**src/rtl/regfile_wb_arbiter.sv**
```systemverilog
// Round-robin arbiter sharing the register file write port among NREQ writeback requesters,
// with a software-triggered sweep that writes SWEEP_VAL to x1..x(2^ADDR_W-1).
module regfile_wb_arbiter #(
    parameter int                 NREQ      = 3,
    parameter int                 ADDR_W    = 5,
    parameter int                 DATA_W    = 32,
    parameter logic [DATA_W-1:0]  SWEEP_VAL = '0
) (
    input  logic                     clk,
    input  logic                     rst,
    input  logic [NREQ-1:0]          req_valid,
    input  logic [NREQ*ADDR_W-1:0]   req_addr,
    input  logic [NREQ*DATA_W-1:0]   req_data,
    output logic [NREQ-1:0]          req_ready,
    input  logic                     sweep_start,
    output logic                     sweep_busy,
    output logic                     sweep_done,
    output logic [7:0]               drop_cnt,
    output logic                     rf_we,
    output logic [ADDR_W-1:0]        rf_a3,
    output logic [DATA_W-1:0]        rf_wd
);
    localparam int PTR_W = $clog2(NREQ);

    typedef enum logic {RUN, SWEEP} state_t;

    state_t             state, state_nxt;
    logic [PTR_W-1:0]   rr_ptr, rr_nxt, gsel;
    logic               gfound, accept;
    logic [ADDR_W-1:0]  sweep_cnt, gaddr;
    logic [DATA_W-1:0]  gdata;

    // first valid requester at or after rr_ptr, wrapping
    always_comb begin
        int idx;
        gfound = 1'b0;
        gsel   = '0;
        idx    = 0;
        for (int off = 0; off < NREQ; off++) begin
            idx = (int'(rr_ptr) + off) % NREQ;
            if (!gfound && req_valid[idx]) begin
                gfound = 1'b1;
                gsel   = PTR_W'(idx);
            end
        end
    end

    assign accept    = gfound && (state == RUN) && !sweep_start && rst;
    assign req_ready = accept ? (NREQ'(1) << gsel) : '0;
    assign gaddr     = req_addr[int'(gsel)*ADDR_W +: ADDR_W];
    assign gdata     = req_data[int'(gsel)*DATA_W +: DATA_W];
    assign rr_nxt    = (gsel == PTR_W'(NREQ-1)) ? '0 : gsel + PTR_W'(1);
    assign sweep_busy = (state == SWEEP);

    always_comb begin
        state_nxt = state;
        case (state)
            RUN:     if (sweep_start) state_nxt = SWEEP;
            SWEEP:   if (sweep_cnt == '1) state_nxt = RUN;
            default: state_nxt = RUN;
        endcase
    end

    always_ff @(posedge clk) begin
        if (!rst) state <= RUN;
        else      state <= state_nxt;
    end

    always_ff @(posedge clk) begin
        if (!rst) begin
            rr_ptr     <= '0;
            sweep_cnt  <= '0;
            rf_we      <= 1'b0;
            rf_a3      <= '0;
            rf_wd      <= '0;
            sweep_done <= 1'b0;
            drop_cnt   <= '0;
        end else begin
            rf_we      <= 1'b0;
            sweep_done <= 1'b0;
            if (state == SWEEP) begin
                rf_we     <= 1'b1;
                rf_a3     <= sweep_cnt;
                rf_wd     <= SWEEP_VAL;
                sweep_cnt <= sweep_cnt + ADDR_W'(1);
                if (sweep_cnt == '1) sweep_done <= 1'b1;
            end else if (sweep_start) begin
                sweep_cnt <= ADDR_W'(1);
            end else if (accept) begin
                rf_a3  <= gaddr;
                rf_wd  <= gdata;
                rf_we  <= (gaddr != '0);
                rr_ptr <= rr_nxt;
                // writes to x0 are accepted but only counted
                if (gaddr == '0 && drop_cnt != 8'hFF) drop_cnt <= drop_cnt + 8'd1;
            end
        end
    end
endmodule

```
**config.mk**
```make
export PLATFORM = sky130hd
export DESIGN_NAME = regfile_wb_arbiter
export DESIGN_NICKNAME = d
export VERILOG_FILES = /design/src/rtl/regfile_wb_arbiter.sv
export SDC_FILE = /design/constraint.sdc
export NUM_CORES = 1
export LEC_CHECK = 0
export CAP_MARGIN = 20
export CORE_MARGIN = 5
export CORE_UTILIZATION = 25
export CTS_BUF_LIST = sky130_fd_sc_hd__clkbuf_2
export DETAILED_ROUTE_END_ITERATION = 6
export HOLD_SLACK_MARGIN = 0.03
export PLACE_DENSITY = 0.59
export SYNTH_ARGS = -nofsm -noshare
export SYNTH_HDL_FRONTEND = slang
export SYNTH_SLANG_ARGS = --single-unit
```
**constraint.sdc**
```tcl
create_clock -name clk -period 2.9 [get_ports clk]
set_input_delay 0.29 -clock clk [delete_from_list [all_inputs] [get_ports clk]]
set_output_delay 0.29 -clock clk [all_outputs]
set_load 0.005 [all_outputs]
```
==> results of run 1 <==
==> state kept, by name, summed over array words and instances, names as in the netlist <==
name / flops
drop_cnt: 8
rf_wd: 32
rf_a3: 5
sweep_busy: 1
sweep_done: 1
sweep_cnt: 5
rr_ptr: 2
rf_we: 1
==> cells by family after synthesis <==
group	synth area share (%)
buffers and inverters	5.38
flip-flops	32.9
adder cells (fa/ha/maj)	2.61
XOR/XNOR	0.262
AO/OA/AOI/OAI	21.5
AND/OR/NAND/NOR	22.0
multiplexers	15.4
==> placed cells by master (no fill, tap or decap), drive strengths merged, types with 7 or more instances in the layout <==
master,instances
clkdlybuf4s50,164
dfxtp,55
a21oi,45
buf,45
nor2,43
nand3,41
mux2i,41
o21ai,40
nand2,14
inv,9
nor2b,8
ha,7
==> area by class of cell <==
| cell class | instances | share of cell area [%] |
|---|---|---|
| clock inverter | 3 | 0.819 |
| sequential | 55 | 19.6 |
| tap | 176 | 3.90 |
| inverter | 8 | 0.531 |
| multi-input combinational | 316 | 38.8 |
| timing repair buffer | 210 | 35.9 |
| clock buffer | 5 | 0.443 |
==> how the worst max path moves through the flow <==
stage                                       from                  endpoint  slack (ns)  depth (start not counted)
after floorplan           rr_ptr[0]$_SDFFE_PN0P_  drop_cnt[2]$_SDFFE_PN0P_        0.01                         12
after global placement              req_valid[2]  drop_cnt[6]$_SDFFE_PN0P_       -0.02                         10
after detailed placement  rr_ptr[0]$_SDFFE_PN0P_              req_ready[1]       -0.12                          9
after CTS                 rr_ptr[0]$_SDFFE_PN0P_              req_ready[0]       0.006                          9
after global routing      rr_ptr[0]$_SDFFE_PN0P_  drop_cnt[7]$_SDFFE_PN0P_      -0.003                         12
final                     rr_ptr[0]$_SDFFE_PN0P_  drop_cnt[6]$_SDFFE_PN0P_         0.1                         11
==> layer usage <==
metal  GRT usage [%]  routed length, microns
met1            16.8                    4800
met2            24.8                    5730
met3            4.78                     965
met4            3.34                     153
met5               0                       0
==> worst register-to-register path, stage by stage (launching register included) <==
cell and delay [ns]:
sky130_fd_sc_hd__dfxtp_2 0.40, sky130_fd_sc_hd__buf_6 0.12, sky130_fd_sc_hd__ha_4 0.19, sky130_fd_sc_hd__buf_4 0.14, sky130_fd_sc_hd__nand2b_1 0.15, sky130_fd_sc_hd__a32o_2 0.34, sky130_fd_sc_hd__o21bai_4 0.19, sky130_fd_sc_hd__mux2_4 0.33
sky130_fd_sc_hd__mux2i_4 0.23, sky130_fd_sc_hd__nand3_2 0.10, sky130_fd_sc_hd__or4_1 0.48, sky130_fd_sc_hd__a21oi_1 0.14
==> repair_timing <==
| action | 4_1_cts | 5_1_grt |
|---|---|---|
| cloned | 0 | 1 |
| buffers inserted | 7 | 3 |
| endpoints found under the setup margin | 29 | 13 |
| pin swaps | 3 | 12 |
| resized for setup | 29 | 17 |
| endpoints found under the hold margin | 0 | 0 |
==> power groups by stage <==
stage / Clock [W] / Sequential [W] / Combinational, W
after floorplan: 0 / 0.000882 / 0.000631
after global placement: 0 / 0.000876 / 0.00112
after detailed placement: 0 / 0.000878 / 0.00114
after CTS: 0.000435 / 0.000866 / 0.00121
after global routing: 0.000471 / 0.000877 / 0.00137
final: 0.000417 / 0.000866 / 0.00126
==> stage by stage <==
step           instance area, sq um  std cells  setup TNS, ns
2_1_floorplan                  3350        409              0
3_3_place_gp                   5350        754        -0.0332
3_5_place_dp                   5350        754          -1.82
4_1_cts                        5570        769              0
5_1_grt                        5650        773       -0.00287
6_report                       5650        773              0
==> results by stage, run 1 <==
Cells and area:
- The share of layout cells above drive strength 1 is 15.4%.
- The multi-input logic area is 0.00220 sq mm.
- The final layout contains 720 nets.
- The filler cells instantiated in the layout total 1325.
- The antenna diode instance count is 0.
- The synthesis-to-finish area growth is 68.8%.
- Registers take roughly 0.0011 sq mm.
- The utilization after layout is 42.9%.

GRT:
- The number of global-route vias before repair is 3823.
- The total overflow reported by the global router is 0.
- The initial antenna violation count was 0.
- The global-route total usage across every layer is 14.2%.
- The first global-routing pass estimated around 19000 microns of wire.
- Entering global routing, the biggest net connects 57 pins.

Floorplanning:
- The die covers 0.0158 sq mm.
- The count of boundary I/O pins is 168.
- The initial core utilization is 25.4%.
- The die is 126 microns wide.
- The floorplan step defined a core boundary enclosing between 0.01 and 0.015 sq mm.
- The vertical extent of the die is around 130 microns.
- The site row count is 42.

Drt:
- The length of the first detailed-routing pass in iterations is 5.
- For this block, the initial DRC count from the detailed router was 238.
- Dividing the detail-routed wire length by the instance count gives 15.1 microns.
- Dividing the detail-routed via count by the number of cells gives roughly 4.8.
- The final layout contains routed wiring with a total length of about 12000 microns.
- In this run the remaining antenna-violating nets after routing total 0.
- The remaining design rule violation count is 0.
- The number of vias in the routed layout is 3737.

Synthesis:
- The most used flip-flop cell after synthesis is sky130_fd_sc_hd__dfxtp_1.
- Ranked by total cell area, the synthesized netlist is headed by sky130_fd_sc_hd__dfxtp_1, sky130_fd_sc_hd__mux2i_1, sky130_fd_sc_hd__a21oi_1, sky130_fd_sc_hd__o21ai_0, sky130_fd_sc_hd__nand3_1.
- After synthesis, the netlist uses 56 different library cells.
- In this run the biggest area consumer among cell types represents 32.9% of the synthesized area.
- The synthesized netlist occupies a cell area of 0.00335 sq mm.
- The post-synthesis sequential element count is 55.
- The largest area contributor in the synthesized netlist is sky130_fd_sc_hd__dfxtp_1.
- For this run, the number of Yosys warnings is 0.
- The count of flip-flops with a built-in enable after synthesis is 0.
- The most used standard cell by instance count after synthesis is sky130_fd_sc_hd__dfxtp_1.
- The register area share after synthesis is 32.9%.
- By count the netlist is led by sky130_fd_sc_hd__dfxtp_1, sky130_fd_sc_hd__a21oi_1, sky130_fd_sc_hd__nor2_1, sky130_fd_sc_hd__o21ai_0, sky130_fd_sc_hd__nand3_1.
- The post-synthesis instance total is 409.
- The average size of a mapped cell is around 8 sq um.
- The number of nets produced by synthesis is 533.
- The proportion of synthesized flip-flops having asynchronous set or reset is 0%.

STA:
- The count of final hold-check violations came to 0.
- The top achievable clock speed is 357 MHz.
- The worst path in the final design needs a cycle of 2.80 ns, including I/O delays and setup.
- At the pin with the least slew margin, the transition time is 0.505 ns.
- The worst-case setup margin in the final layout is 0.0986 ns.
- The tightest hold path in the finished design has a slack of about 0.40 ns.
- Setup repair after global routing could not meet its margin everywhere.
- Setup violations remaining at the end of the flow were counted as 0.
- Headroom to the max-slew limit came out at 66.3%.
- The final critical path takes up 96.6% of the cycle.
- The worst setup skew after layout is 0.0425 ns.
- The total count of max-transition violations in the final report came to 0.

Clock tree:
- CTS placed an instance of sky130_fd_sc_hd__clkbuf_2 at the clock tree root.
- The clock drives 55 sinks.
- The clock reaches the later pin of the worst-skew pair after between 0.4 and 0.5 ns.
- The clock passes through at most 2 buffers.
- Hold repair after CTS inserted 0 buffers.
- The clock transition at the register clock pins on the worst setup and hold paths after CTS is 0.33 ns.
- The CTS buffer count is 5.
- The CTS H-tree depth is 2.
- TritonCTS built the clock tree.

Worst setup path:
- Setup slack on the worst reg-to-reg path comes out at approximately 0.1 ns.
- The number of cells traversed by the worst register-to-register path is 11.
- Broken down by cell family, the worst path's largest delay share belongs to simple AND/OR/NAND/NOR gates.
- The largest incremental delay on the critical path is between 0.4 and 0.5 ns.
- The signal on the critical path passes through buf_6, ha_4, buf_4, nand2b_1, a32o_2, o21bai_4, mux2_4, mux2i_4, nand3_2, or4_1, a21oi_1.
- The launch point of the worst reg-to-reg path is rr_ptr[0]$_SDFFE_PN0P_.
- By startpoint and endpoint, the worst setup path is classified as reg -> reg.
- The data required time of the worst path is 3.36 ns.
- The endpoint of the most critical register-to-register path is drop_cnt[6]$_SDFFE_PN0P_.
- STA classifies the critical path startpoint as a flip-flop.
- The worst setup path is captured at a flip-flop.
- At the worst endpoint, the arrival time is between 3 and 4 ns.
- The master of the slowest instance on the critical path is sky130_fd_sc_hd__or4_1.
- Of all nets on the critical path, the largest fanout is 7.
- The buffers plus inverters on the worst setup path is 2.

Pwr:
- In this run the power density over the cells is 449 mW/mm^2.
- In this run the power spent charging and discharging nets is 0.000880 W.
- Across the VDD grid, the largest voltage drop is 0.243 mV.
- Combinational logic is responsible for 49.5% of the overall power.
- The switching share of power is 34.6%.
- Internal power comes to between 0.0015 and 0.002 W.
- The analysis attributes to cell leakage a power of 2.18 nW.
- Per report_power, the sequential group accounts for 34.1% of the total.
- Per report_power, the clock group accounts for between 10% and 20% of the total.
- Summing internal, switching and leakage power gives 0.00254 W.

Outcome:
- The run finished with clean final reports.

Job:
- Max-cap violations in this run came to 0.

Place:
- At the placement stage, the worst setup path has a slack of -0.122 ns.
- Buffers placed on the I/O ports in this run total 167.
- The HPWL reported at the end of detailed placement is 9100 microns.
- The routability-driven placement congestion ratio is a little over 0.9.

Min path:
- Counting instances, the worst hold path has a depth of 3.
- The terminating pin of the worst hold path is rf_wd[8]$_SDFFE_PP0P_.
- The beginning of the worst hold path is req_data[72].
- The min-delay analysis places its worst path in the category in -> reg.
No activity file was read; power rests on OpenSTA's default activity.
==> run 2, diff against run 1 <==
- ABC_AREA: default -> 1
- PLACE_DENSITY: 0.59 -> 0.61
==> run 2 against run 1 <==
  * Synthesized cell count up 4.6%
  * Non-clock buffer count fell by 23
  * Clock power decreased by 16%
  * Critical path type is now reg -> out
  * Critical endpoint is now req_ready[0]
  * Largest cell class is now non-clock buffers
  * Largest power group unchanged
==> results by stage, run 2 <==
Outcome:
- The flow ran to the end, and the final reports show no timing, DRC or antenna violations.

Synthesis:
- The number of nets produced by synthesis is 552.
- Of the post-synthesis cell area, the part taken by muxes is 0%.
- After synthesis, the cell types taking the most area are sky130_fd_sc_hd__dfxtp_1, sky130_fd_sc_hd__nand2_1, sky130_fd_sc_hd__o21ai_0, sky130_fd_sc_hd__a22oi_1, sky130_fd_sc_hd__a21oi_1.
- The proportion of synthesized flip-flops having asynchronous set or reset is 0%.
- The post-synthesis sequential element count is 55.
- After Yosys synthesis, full adders, half adders and majority gates account for under 10% of the synthesized area.
- Summing every instance area after synthesis gives 0.00307 sq mm.
- The synthesized-area fraction occupied by and/or/nand/nor cells is 28.5%.
- The most used standard cell by instance count after synthesis is sky130_fd_sc_hd__nand2_1.
- The average size of a mapped cell is a little over 7 sq um.
- Counting instances in the post-synthesis netlist gives the leading cell types as sky130_fd_sc_hd__nand2_1, sky130_fd_sc_hd__dfxtp_1, sky130_fd_sc_hd__o21ai_0, sky130_fd_sc_hd__nor2_1, sky130_fd_sc_hd__a21oi_1.
- The dominant synthesized flop cell is sky130_fd_sc_hd__dfxtp_1.
- The number of different library cells used by synthesis comes to 34.
- The share of the Yosys chip area taken by registers is 35.9%.
- The number of synthesis warnings is 0.
- The synthesized design devotes to its leading area cell type 35.9% of total area.
- The synthesized netlist devotes between 20 and 25% of its cell area to compound gates.
- The post-synthesis instance total is 428.
- The count of flip-flops with a built-in enable after synthesis is 0.
- The largest area contributor in the synthesized netlist is sky130_fd_sc_hd__dfxtp_1.
- After synthesis, the largest family of logic cells by area is simple AND/OR/NAND/NOR gates.
- Summing the areas of all xor and xnor instances in the mapped netlist gives 0.286% of the synthesized area.

Floorplanning:
- The area of the core is 0.0120 sq mm.
- The site row count is 40.
- The die width is around 120 microns.
- The die is approximately 120 microns tall.
- The count of boundary I/O pins is approximately 170.
- The initial core utilization is 25.5%.
- The floorplan step defined a die boundary enclosing 0.0146 sq mm.

Worst setup path:
- In this run the critical register-to-register path is captured at drop_cnt[2]$_SDFFE_PN0P_.
- In this design, the stage delay of the slowest critical-path cell is ~0.4 ns.
- The setup check on the worst reg-to-reg path leaves a slack of 0.22 ns.
- In this design, the critical path's most frequently occurring cell is sky130_fd_sc_hd__nand2_2.
- The startpoint of the most critical setup path is rr_ptr[0]$_SDFFE_PN0P_.
- Counting cells, the worst reg-to-reg path comes to 19.
- In this run the critical register-to-register path is launched from rr_ptr[0]$_SDFFE_PN0P_.
- The worst setup path is launched from a flip-flop.
- The kind of capture point of the worst setup path is an output port.
- The kind of cell adding the most delay to the critical path is simple AND/OR/NAND/NOR gates.
- Together, buffers and inverters on the worst path number 4.
- The master of the slowest instance on the critical path is sky130_fd_sc_hd__dfxtp_2.
- The worst setup path is of the reg -> out kind.
- The largest fanout of any net on the critical path is 7.
- Traced cell by cell, the critical path runs through inv_1, ha_4, inv_4, nand2_1, nand3_1, nand2_2, nand4_1, nand2_4, buf_4, nand2_2, nor2_1, buf_2.
- The data required time of the worst path is approximately 2.6 ns.
- The data arrival time of the worst path is between 2 and 2.5 ns.

Min path:
- The worst hold path terminates at rf_wd[1]$_SDFFE_PP0P_.
- The instance count along the most critical hold path is 3.
- In this run the most critical hold path is launched from req_data[1].
- The tightest min-delay check is of the in -> reg type.

Clock tree:
- The clock transition at the register clock pins on the worst setup and hold paths after CTS is roughly 0.33 ns.
- Clock tree synthesis found a total of 55 sinks.
- Hold repair after CTS inserted 0 buffers.
- The CTS tree is done.
- Counting along the longest clock path gives a buffer depth of 2.
- The number of clock buffers added by TritonCTS is 5.
- For the worst-skew pair, the clock arrives at the later sink with an insertion delay of 0.51 ns.
- The CTS H-tree depth is 2.
- In this run the clock root is driven by a sky130_fd_sc_hd__clkbuf_2.

Cells and area:
- The multi-input logic area is 0.00177 sq mm.
- The register with the most flip-flops in the layout has 32 of them.
- The register with the most flip-flops in the final layout is rf_wd.
- The largest registers in the layout are rf_wd x32, drop_cnt x8.
- Leaving out fill and tap cells, the most frequent cells in the layout are sky130_fd_sc_hd__clkdlybuf4s50_1, sky130_fd_sc_hd__nand2_1, sky130_fd_sc_hd__dfxtp_1.
- Once layout is complete, the cells apart from fillers number 746.
- The layout has 1209 filler cells.
- The synthesis-to-finish area growth is 65.1%.
- In the final layout, the share of cells above drive strength 1 is 12.7%.
- The sequential cells in the finished layout cover a total of 0.00111 sq mm.
- The antenna diode instance count is 0.
- The library cell used most frequently in the layout, excluding fill and tap cells, is sky130_fd_sc_hd__clkdlybuf4s50_1.
- The net count reported at finish is 722.
- The utilization after layout is 42.2%.

STA:
- Setup violations remaining at the end of the flow were counted as 0.
- Between clock sinks in the finished design, the worst skew comes to 0.0385 ns.
- The final worst-path cycle share is 93.2%.
- The clock period could shrink to 2.70 ns.
- For the pin with the worst max-slew slack, the measured transition is 0.606 ns.
- Setup repair after global routing could not meet its margin everywhere.
- The final total negative setup slack is 0 ns.
- The top achievable clock speed is 370 MHz.
- The total count of max-transition violations in the final report is 0.
- The worst-case setup margin in the final layout is 0.197 ns.
- Measured against its own limit, the worst slew margin works out to 59.6%.
- The count of final hold-check violations is 0.

Drt:
- The total wire length after detailed routing is between 10000 and 15000 microns.
- The first detailed-routing pass ran for 4 iterations.
- The post-detailed-route count of antenna-violating nets is 0.
- The number of DRC violations after detailed-routing iteration 0 is 162.
- The remaining design rule violation count is 0.
- After detailed routing, the average wire length per cell comes to between 15 and 20 microns.
- The number of vias per cell is 4.89.
- Detailed routing inserted a total of 3649 vias.

Place:
- After legalization and detailed placement, the total HPWL measured around 8800 microns.
- The routability-driven placement congestion ratio is 0.901.
- The placement-stage worst setup slack is 0.158 ns.
- The count of buffers added on input and output ports is roughly 170.
- Including well taps, the total number of placed cells is 730.

Job:
- Across the run, the number of max-cap violations was 0.

GRT:
- The initial antenna violation count is 0.
- The total overflow reported by the global router is 0.
- For met3 alone, demand over resource in global routing was 6.83%.
- The global routing met1 resource utilization is 18.2%.
- For met2 alone, demand over resource in global routing was 27.2%.
- The number of global-route vias before repair is 3723.
- The global-route total usage across every layer is 16.0%.
- The global-route wire length before repair is 18700 microns.
- The peak-usage layer in the global routing report is met2.
- Entering global routing, the biggest net connects 52 pins.

Pwr:
- VDD sags by at most between 0.15 and 0.2 mV.
- The ratio of total power to cell area is 462 mW/mm^2.
- The leakage power figure is between 1.5 and 2 nW.
- The total power is between 0.002 and 0.0025 W.
-- run 2: tightest hold or removal path: stages --
cell and delay [ns]:
sky130_fd_sc_hd__clkdlybuf4s50_1 0.39, sky130_fd_sc_hd__nand2_1 0.06, sky130_fd_sc_hd__a31oi_1 0.07
-- run 2: routing by layer --
layer	part of all wire, %	vias up
met5	0	-
met1	39	1665
met3	9.6	24
met2	49	145
met4	1.8	0
li1	-	1815
-- run 2: how the worst max path moves through the flow --
stage,to,cells past startpoint
after global routing,req_ready[0],12
after global placement,req_ready[0],11
after CTS,req_ready[2],12
after detailed placement,req_ready[1],12
after floorplan,drop_cnt[5]$_SDFFE_PN0P_,18
final,req_ready[0],12
-- run 2: through the flow --
| stage | area [sq um] | hold slack [ns] |
|---|---|---|
| final | 5060 | 0.272 |
| after detailed placement | 4920 | 0.458 |
| after global placement | 4920 | 0.451 |
| after global routing | 5060 | 0.203 |
| after floorplan | 3070 | 0.428 |
| after CTS | 5020 | 0.202 |
-- run 2: area by class of cell --
type,count,share of cell area [%]
flip-flops and latches,55,21.8
clock inverters,3,0.445
multi-input cells,316,35.0
inverters,33,2.55
repair buffers,187,36.0
well taps,147,3.63
clock buffers,5,0.494
-- run 2: kinds of logic (layout without fill, tap and decap cells) --
| logic type | after synthesis | after routing |
|---|---|---|
| flip-flops | 55 | 55 |
| buffers and inverters | 57 | 228 |
| AND/OR/NAND/NOR | 182 | 182 |
| adder cells (fa/ha/maj) | 7 | 7 |
| AO/OA/AOI/OAI | 126 | 126 |
| XOR/XNOR | 1 | 1 |
-- run 2: power by group --
part / internal (W) / switching (W)
sequential: 0.000811 / 0.0000346
combinational: 0.000511 / 0.000634
clock: 0.0000656 / 0.000284
total: 0.00139 / 0.000953
-- run 2: what timing repair did --
item	CTS	global route
pin swaps	2	4
resized for setup	12	11
endpoints found under the setup margin	3	5
buffers inserted	3	5
==> run 3, diff against run 2 <==
- GPL_TIMING_DRIVEN: default -> 1
==> results of run 3 <==
No change in the layout: final DEF, timing and power equal those of run 2.
